`src/rtl/packet_encoder.sv`:
```
// USB-style low-level packet transmitter: SYNC, PID, optional payload + CRC16, EOP, with NRZI and bit stuffing.
// Define PACKET_ENCODER_ABORT_EN to abort a starved payload with a stuff-error pattern instead of closing it with a CRC.
`timescale 1ns/1ps
module packet_encoder (
    input  logic       clk48,
    input  logic       reset,
    input  logic       tx_start,
    input  logic [3:0] tx_pid,
    input  logic       tx_zlp,
    input  logic [7:0] tx_byte,
    input  logic       tx_byte_valid,
    input  logic       tx_byte_last,
    output logic       tx_byte_ready,
    output logic       dp_out,
    output logic       dn_out,
    output logic       tx_oe,
    output logic       tx_busy,
    output logic       tx_done,
    output logic       tx_underrun
);

    typedef enum logic [2:0] {
        S_IDLE, S_SYNC, S_PID, S_DATA, S_CRC, S_ABORT, S_EOP_SE0, S_EOP_J
    } state_t;

    state_t      state_q, state_d;
    logic [1:0]  cnt_q, cnt_d;
    logic [3:0]  idx_q, idx_d;
    logic [2:0]  ones_q, ones_d;
    logic        stuff_q, stuff_d;
    logic        line_q, line_d;      // 1 = J, 0 = K
    logic [3:0]  pid_q, pid_d;
    logic        zlp_q, zlp_d;
    logic [7:0]  byte_q, byte_d;
    logic        last_q, last_d;
    logic [15:0] crc_q, crc_d;
    logic        done_q, done_d;

    logic        strobe;
    logic        stuffable;
    logic        cur_bit;
    logic        nxt_bit;
    logic        stuff_now;
    logic        need_byte;
    logic        crc_fb;
    logic [7:0]  pid_byte;

    assign pid_byte = {~pid_q, pid_q};
    assign strobe   = (state_q != S_IDLE) && (cnt_q == 2'd3);
    assign stuffable = (state_q == S_SYNC) || (state_q == S_PID) ||
                       (state_q == S_DATA) || (state_q == S_CRC);

    // Data value of the bit currently on the line.
    always_comb begin
        cur_bit = 1'b0;
        if (!stuff_q) begin
            case (state_q)
                S_SYNC:  cur_bit = (idx_q == 4'd7);
                S_PID:   cur_bit = pid_byte[idx_q[2:0]];
                S_DATA:  cur_bit = byte_q[idx_q[2:0]];
                S_CRC:   cur_bit = ~crc_q[idx_q];
                S_ABORT: cur_bit = 1'b1;
                default: cur_bit = 1'b0;
            endcase
        end
    end

    assign stuff_now = strobe && stuffable && !stuff_q && cur_bit && (ones_q == 3'd5);
    assign crc_fb    = crc_q[0] ^ cur_bit;

    always_comb begin
        state_d   = state_q;
        cnt_d     = (state_q == S_IDLE) ? 2'd0 : cnt_q + 2'd1;
        idx_d     = idx_q;
        ones_d    = ones_q;
        stuff_d   = stuff_q;
        line_d    = line_q;
        pid_d     = pid_q;
        zlp_d     = zlp_q;
        byte_d    = byte_q;
        last_d    = last_q;
        crc_d     = crc_q;
        done_d    = 1'b0;
        need_byte = 1'b0;
        nxt_bit   = 1'b1;

        if (state_q == S_IDLE) begin
            if (tx_start) begin
                state_d = S_SYNC;
                cnt_d   = 2'd0;
                idx_d   = 4'd0;
                ones_d  = 3'd0;
                stuff_d = 1'b0;
                line_d  = 1'b0;   // first SYNC bit is a 0: J -> K
                pid_d   = tx_pid;
                zlp_d   = tx_zlp;
                crc_d   = 16'hFFFF;
            end
        end else if (strobe) begin
            // Account for the bit that just finished.
            if (stuffable && !stuff_q)
                ones_d = cur_bit ? ones_q + 3'd1 : 3'd0;
            else
                ones_d = 3'd0;
            if (state_q == S_DATA && !stuff_q)
                crc_d = {1'b0, crc_q[15:1]} ^ (crc_fb ? 16'hA001 : 16'h0000);

            if (stuff_now) begin
                // Field position holds; the stuffed 0 occupies this bit time.
                stuff_d = 1'b1;
                ones_d  = 3'd0;
                line_d  = ~line_q;
            end else begin
                stuff_d = 1'b0;
                idx_d   = idx_q + 4'd1;
                case (state_q)
                    S_SYNC: if (idx_q == 4'd7) begin
                        state_d = S_PID;
                        idx_d   = 4'd0;
                    end
                    S_PID: if (idx_q == 4'd7) begin
                        idx_d = 4'd0;
                        if (pid_q[2:0] != 3'b011)
                            state_d = S_EOP_SE0;
                        else if (zlp_q)
                            state_d = S_CRC;
                        else
                            need_byte = 1'b1;
                    end
                    S_DATA: if (idx_q == 4'd7) begin
                        idx_d = 4'd0;
                        if (last_q)
                            state_d = S_CRC;
                        else
                            need_byte = 1'b1;
                    end
                    S_CRC: if (idx_q == 4'd15) begin
                        state_d = S_EOP_SE0;
                        idx_d   = 4'd0;
                    end
                    S_ABORT: if (idx_q == 4'd7) begin
                        state_d = S_EOP_SE0;
                        idx_d   = 4'd0;
                    end
                    S_EOP_SE0: if (idx_q == 4'd1) begin
                        state_d = S_EOP_J;
                        idx_d   = 4'd0;
                    end
                    S_EOP_J: begin
                        state_d = S_IDLE;
                        idx_d   = 4'd0;
                        done_d  = 1'b1;
                    end
                    default: state_d = S_IDLE;
                endcase

                if (need_byte) begin
                    if (tx_byte_valid) begin
                        state_d = S_DATA;
                        byte_d  = tx_byte;
                        last_d  = tx_byte_last;
                    end else begin
`ifdef PACKET_ENCODER_ABORT_EN
                        state_d = S_ABORT;
`else
                        state_d = S_CRC;
`endif
                    end
                end

                // Data value of the bit that starts now, then NRZI onto the line.
                case (state_d)
                    S_SYNC:  nxt_bit = (idx_d == 4'd7);
                    S_PID:   nxt_bit = pid_byte[idx_d[2:0]];
                    S_DATA:  nxt_bit = byte_d[idx_d[2:0]];
                    S_CRC:   nxt_bit = ~crc_d[idx_d];
                    default: nxt_bit = 1'b1;
                endcase
                if (state_d == S_SYNC || state_d == S_PID || state_d == S_DATA ||
                    state_d == S_CRC || state_d == S_ABORT)
                    line_d = nxt_bit ? line_q : ~line_q;
                else
                    line_d = 1'b1;
            end
        end
    end

    always_ff @(posedge clk48 or negedge reset) begin
        if (!reset) begin
            state_q <= S_IDLE;
            cnt_q   <= 2'd0;
            idx_q   <= 4'd0;
            ones_q  <= 3'd0;
            stuff_q <= 1'b0;
            line_q  <= 1'b1;
            pid_q   <= 4'd0;
            zlp_q   <= 1'b0;
            byte_q  <= 8'd0;
            last_q  <= 1'b0;
            crc_q   <= 16'd0;
            done_q  <= 1'b0;
        end else begin
            state_q <= state_d;
            cnt_q   <= cnt_d;
            idx_q   <= idx_d;
            ones_q  <= ones_d;
            stuff_q <= stuff_d;
            line_q  <= line_d;
            pid_q   <= pid_d;
            zlp_q   <= zlp_d;
            byte_q  <= byte_d;
            last_q  <= last_d;
            crc_q   <= crc_d;
            done_q  <= done_d;
        end
    end

    assign tx_oe         = (state_q != S_IDLE);
    assign tx_busy       = (state_q != S_IDLE);
    assign tx_done       = done_q;
    assign tx_byte_ready = need_byte;
    assign tx_underrun   = need_byte && !tx_byte_valid;
    assign dp_out        = !tx_oe || ((state_q != S_EOP_SE0) && line_q);
    assign dn_out        = tx_oe && (state_q != S_EOP_SE0) && !line_q;

endmodule

```
`config.mk`:
```
export PLATFORM = sky130hd
export DESIGN_NAME = packet_encoder
export DESIGN_NICKNAME = d
export VERILOG_FILES = /design/src/rtl/packet_encoder.sv
export SDC_FILE = /design/constraint.sdc
export NUM_CORES = 1
export LEC_CHECK = 0
export BUFFER_PORTS_ARGS = -buffer_cell sky130_fd_sc_hd__buf_4
export CORE_UTILIZATION = 44
export DETAILED_ROUTE_END_ITERATION = 7
export GPL_TIMING_DRIVEN = 0
export PLACE_DENSITY = 0.7
export SLEW_MARGIN = 20
export SYNTH_ARGS = -nofsm -noshare
export SYNTH_HDL_FRONTEND = slang
export SYNTH_SLANG_ARGS = --single-unit
```
`constraint.sdc`:
```
create_clock -name clk48 -period 5.6 [get_ports clk48]
set_clock_uncertainty 0.2 [all_clocks]
set_input_delay 0.56 -clock clk48 [delete_from_list [all_inputs] [get_ports clk48]]
set_output_delay 0.56 -clock clk48 [all_outputs]
set_load 0.1 [all_outputs]
```
==> metrics.cfg <==
[pwr]
p_seq_frac=0.590
power_frac_comb=0.031
irDropWorstVdd_mv=0.09882
net-switching-power_mw=0.1292
p_int_mw=0.4213
p_per_area_nw_per_um2=147.6
p_leak_nw=1.564
pwr-share-clk=0.380
swShare=0.2348

[place]
portBuffers=24
routabilityCongestion=0.9207
hpwl_microns=6618
dp_slack_ns=1.723

[outcome]
status=completed

[setup_path]
slowest_stage=mux4_2
crit_chain=buf_6 -> buf_6 -> mux4_2 -> mux2i_1 -> o221ai_2 -> or2_1 -> buf_6 -> and4b_4 -> nand4_4 -> nand2_2 -> nor3_1 -> buf_4
rrSetupSlack_ns=1.81
reg2reg_depth=11
cp_common_cell=buf_6
timing.rr.end=line_q
critPathCaptureType=primary output
arrival_ns=3.45
critical_path_class=reg2out
startpoint=idx_q[0]
cp-endpoint=tx_underrun
max_stage_delay_ns=0.51
required_ns=4.84
r2r_start=idx_q[1]
cp_max_fo=10
start_kind=flop

[yosys]
synthCells=371
synth_async_sr_flop_share=1.000
syn_nets=394
ys_ff_latch=45
yosys.cell_types.count=69
synth_edf_count=0
syn_area_per_cell_sq_um=9.008
ys_warn_count=0
syn_area_sq_um=3342
yosysSeqAreaShare=0.3373
synth_flop_cell=dfrtp_1

[clock_network]
postCtsHoldBufs=0
post-cts-setup-buffers=0
path_clk_slew_ns=0.09
clkLatencyLatePin_ns=0.30
clk_path_buf_depth=2
cts_buffers=5
post_cts_resized=0
cts_tree=built
h-tree-depth=2
cts_root_buf=clkbuf_8
clock-sinks=45

[global_route]
grt_antenna_before_repair=0
grt_pass1_vias=2999
grt_overflow_total=0
grt_pass1_wl_microns=14950
grt_max_degree=46
track_usage=0.2463

[sta]
hold_viol=0
worst_pin_slew_ns=0.6679
rsz0062_at_grt=false
post-route-min-period_ns=4.209
slew_viol_final=0
fmax_mhz=237.6
fin_ws_ns=1.391
tns_ns=0
maxSlewHeadroom=0.5517
period_share=0.7517
final-setup-viol-count=0

[die]
die-area_sq_um=7948
die_w_microns=89.15
design.portCount=25
initial_core_util=0.4583
dieHeight_microns=89.15
core_area_sq_um=7292
rows=31

[cells_and_area]
fin_util=0.5115
most-common-layout-cells=dfrtp_1 (44), nor2_1 (40), nand2_1 (37)
fillers=708
n_antenna_cell=0
final_common_cell=dfrtp_1
synthToLayoutAreaGrowth_pct=11.61
drive_above_1_share=0.1811
fin_nets=425

[detailed_routing]
via_per_inst=6.205
vias=3115
dr.pass1.iters=5
ant_nets=0
routed_wl_microns=9101
drc=0
drt_iter0_markers=268
wire_per_inst_microns=18.13

[hold_path]
hold_path.class=in2async

[run]
maxCapViolations=0

==> critical path: cells and delay by family (launching register included) <==
family          cells  cell delay [ns]
buf+inv             4             0.81
flops               1             0.42
simple gates        5             0.99
compound gates      1             0.17
mux                 2             0.78
==> per-stage QoR <==
step	std cells	total power [mW]	instance area, sq um	hold WS (ns)
after global placement	494	0.3483	3646	0.2176
final	502	0.5505	3730	0.03813
after detailed placement	494	0.3488	3646	0.2348
after global routing	502	0.5697	3730	0.1044
after floorplan	371	0.3319	3342	0.06441
after CTS	502	0.5558	3730	0.08115
==> layer usage <==
layer,global-route usage,part of all wire
met5,0,0
met4,0.08081,0.021
met3,0.04617,0.066
met2,0.3990,0.47
met1,0.3328,0.44
==> cells in the mapped netlist (4+ instances only) <==
master	count	area, sq um
or3_1	5	31.28
ha_1	5	62.56
mux4_2	7	157.7
nor2_1	40	150.1
mux2_2	8	90.09
and2_1	5	31.28
nor3_1	10	50.05
xnor2_1	5	43.79
a21oi_1	27	135.1
o211ai_1	4	30.03
o22ai_1	4	25.02
nand3_1	11	55.05
buf_1	4	15.01
dfrtp_1	44	1101
nand3b_1	4	30.03
buf_2	4	20.02
o21ai_0	20	100.1
nand2_1	37	138.9
o211a_1	4	40.04
mux2i_1	9	90.09
mux2_4	9	135.1
inv_1	10	37.54
a21o_1	4	30.03
clkbuf_1	16	60.06
==> how the worst min path moves through the flow <==
stage	startpoint	endpoint	slack (ns)
global placement	cnt_q[0]	cnt_q[0]	0.22
global route	reset	zlp_q	0.10
CTS	reset	zlp_q	0.08
finish	reset	zlp_q	0.04
floorplan	reset	byte_q[0]	0.06
detailed placement	cnt_q[0]	cnt_q[0]	0.23
==> cell type report <==
class | count | area, sq um | area share
buffer | 29 | 143.9 | 0.03858
inverter | 10 | 37.54 | 0.01006
tap | 99 | 123.9 | 0.03321
sequential | 45 | 1127 | 0.3022
clock buffer | 7 | 76.32 | 0.02046
timing repair buffer | 24 | 180.2 | 0.04831
clock inverter | 1 | 7.507 | 0.002013
multi-input combinational | 287 | 2033 | 0.5451
==> sequential cells by signal, indices dropped and copies added, names as in the netlist <==
| signal | count |
|---|---|
| byte_q | 8 |
| cnt_q | 2 |
| crc_q | 16 |
| idx_q | 4 |
| last_q | 1 |
| line_q | 1 |
| ones_q | 3 |
| pid_q | 4 |
| state_q | 3 |
| stuff_q | 1 |
| tx_done | 1 |
| zlp_q | 1 |
==> power groups by stage <==
stage | Sequential, mW | Clock [mW] | Combinational (mW)
final | 0.325 | 0.209 | 0.0169
after global routing | 0.325 | 0.225 | 0.0195
after global placement | 0.331 | 0 | 0.0172
after floorplan | 0.331 | 0 | 0.000694
after detailed placement | 0.331 | 0 | 0.0177
after CTS | 0.325 | 0.213 | 0.0178
==> logic make-up (layout without fill, tap and decap cells) <==
group           count (synthesis)  in the layout  synth area share
compound gates                101            101            0.2063
xor+xnor                        7              7           0.01835
fa+ha+maj                       5              5           0.01872
buf+inv                        39             71           0.05429
flops                          45             45            0.3373
mux                            33             33            0.1415
simple gates                  141            141            0.2235
(Power assumes the default switching activity.)
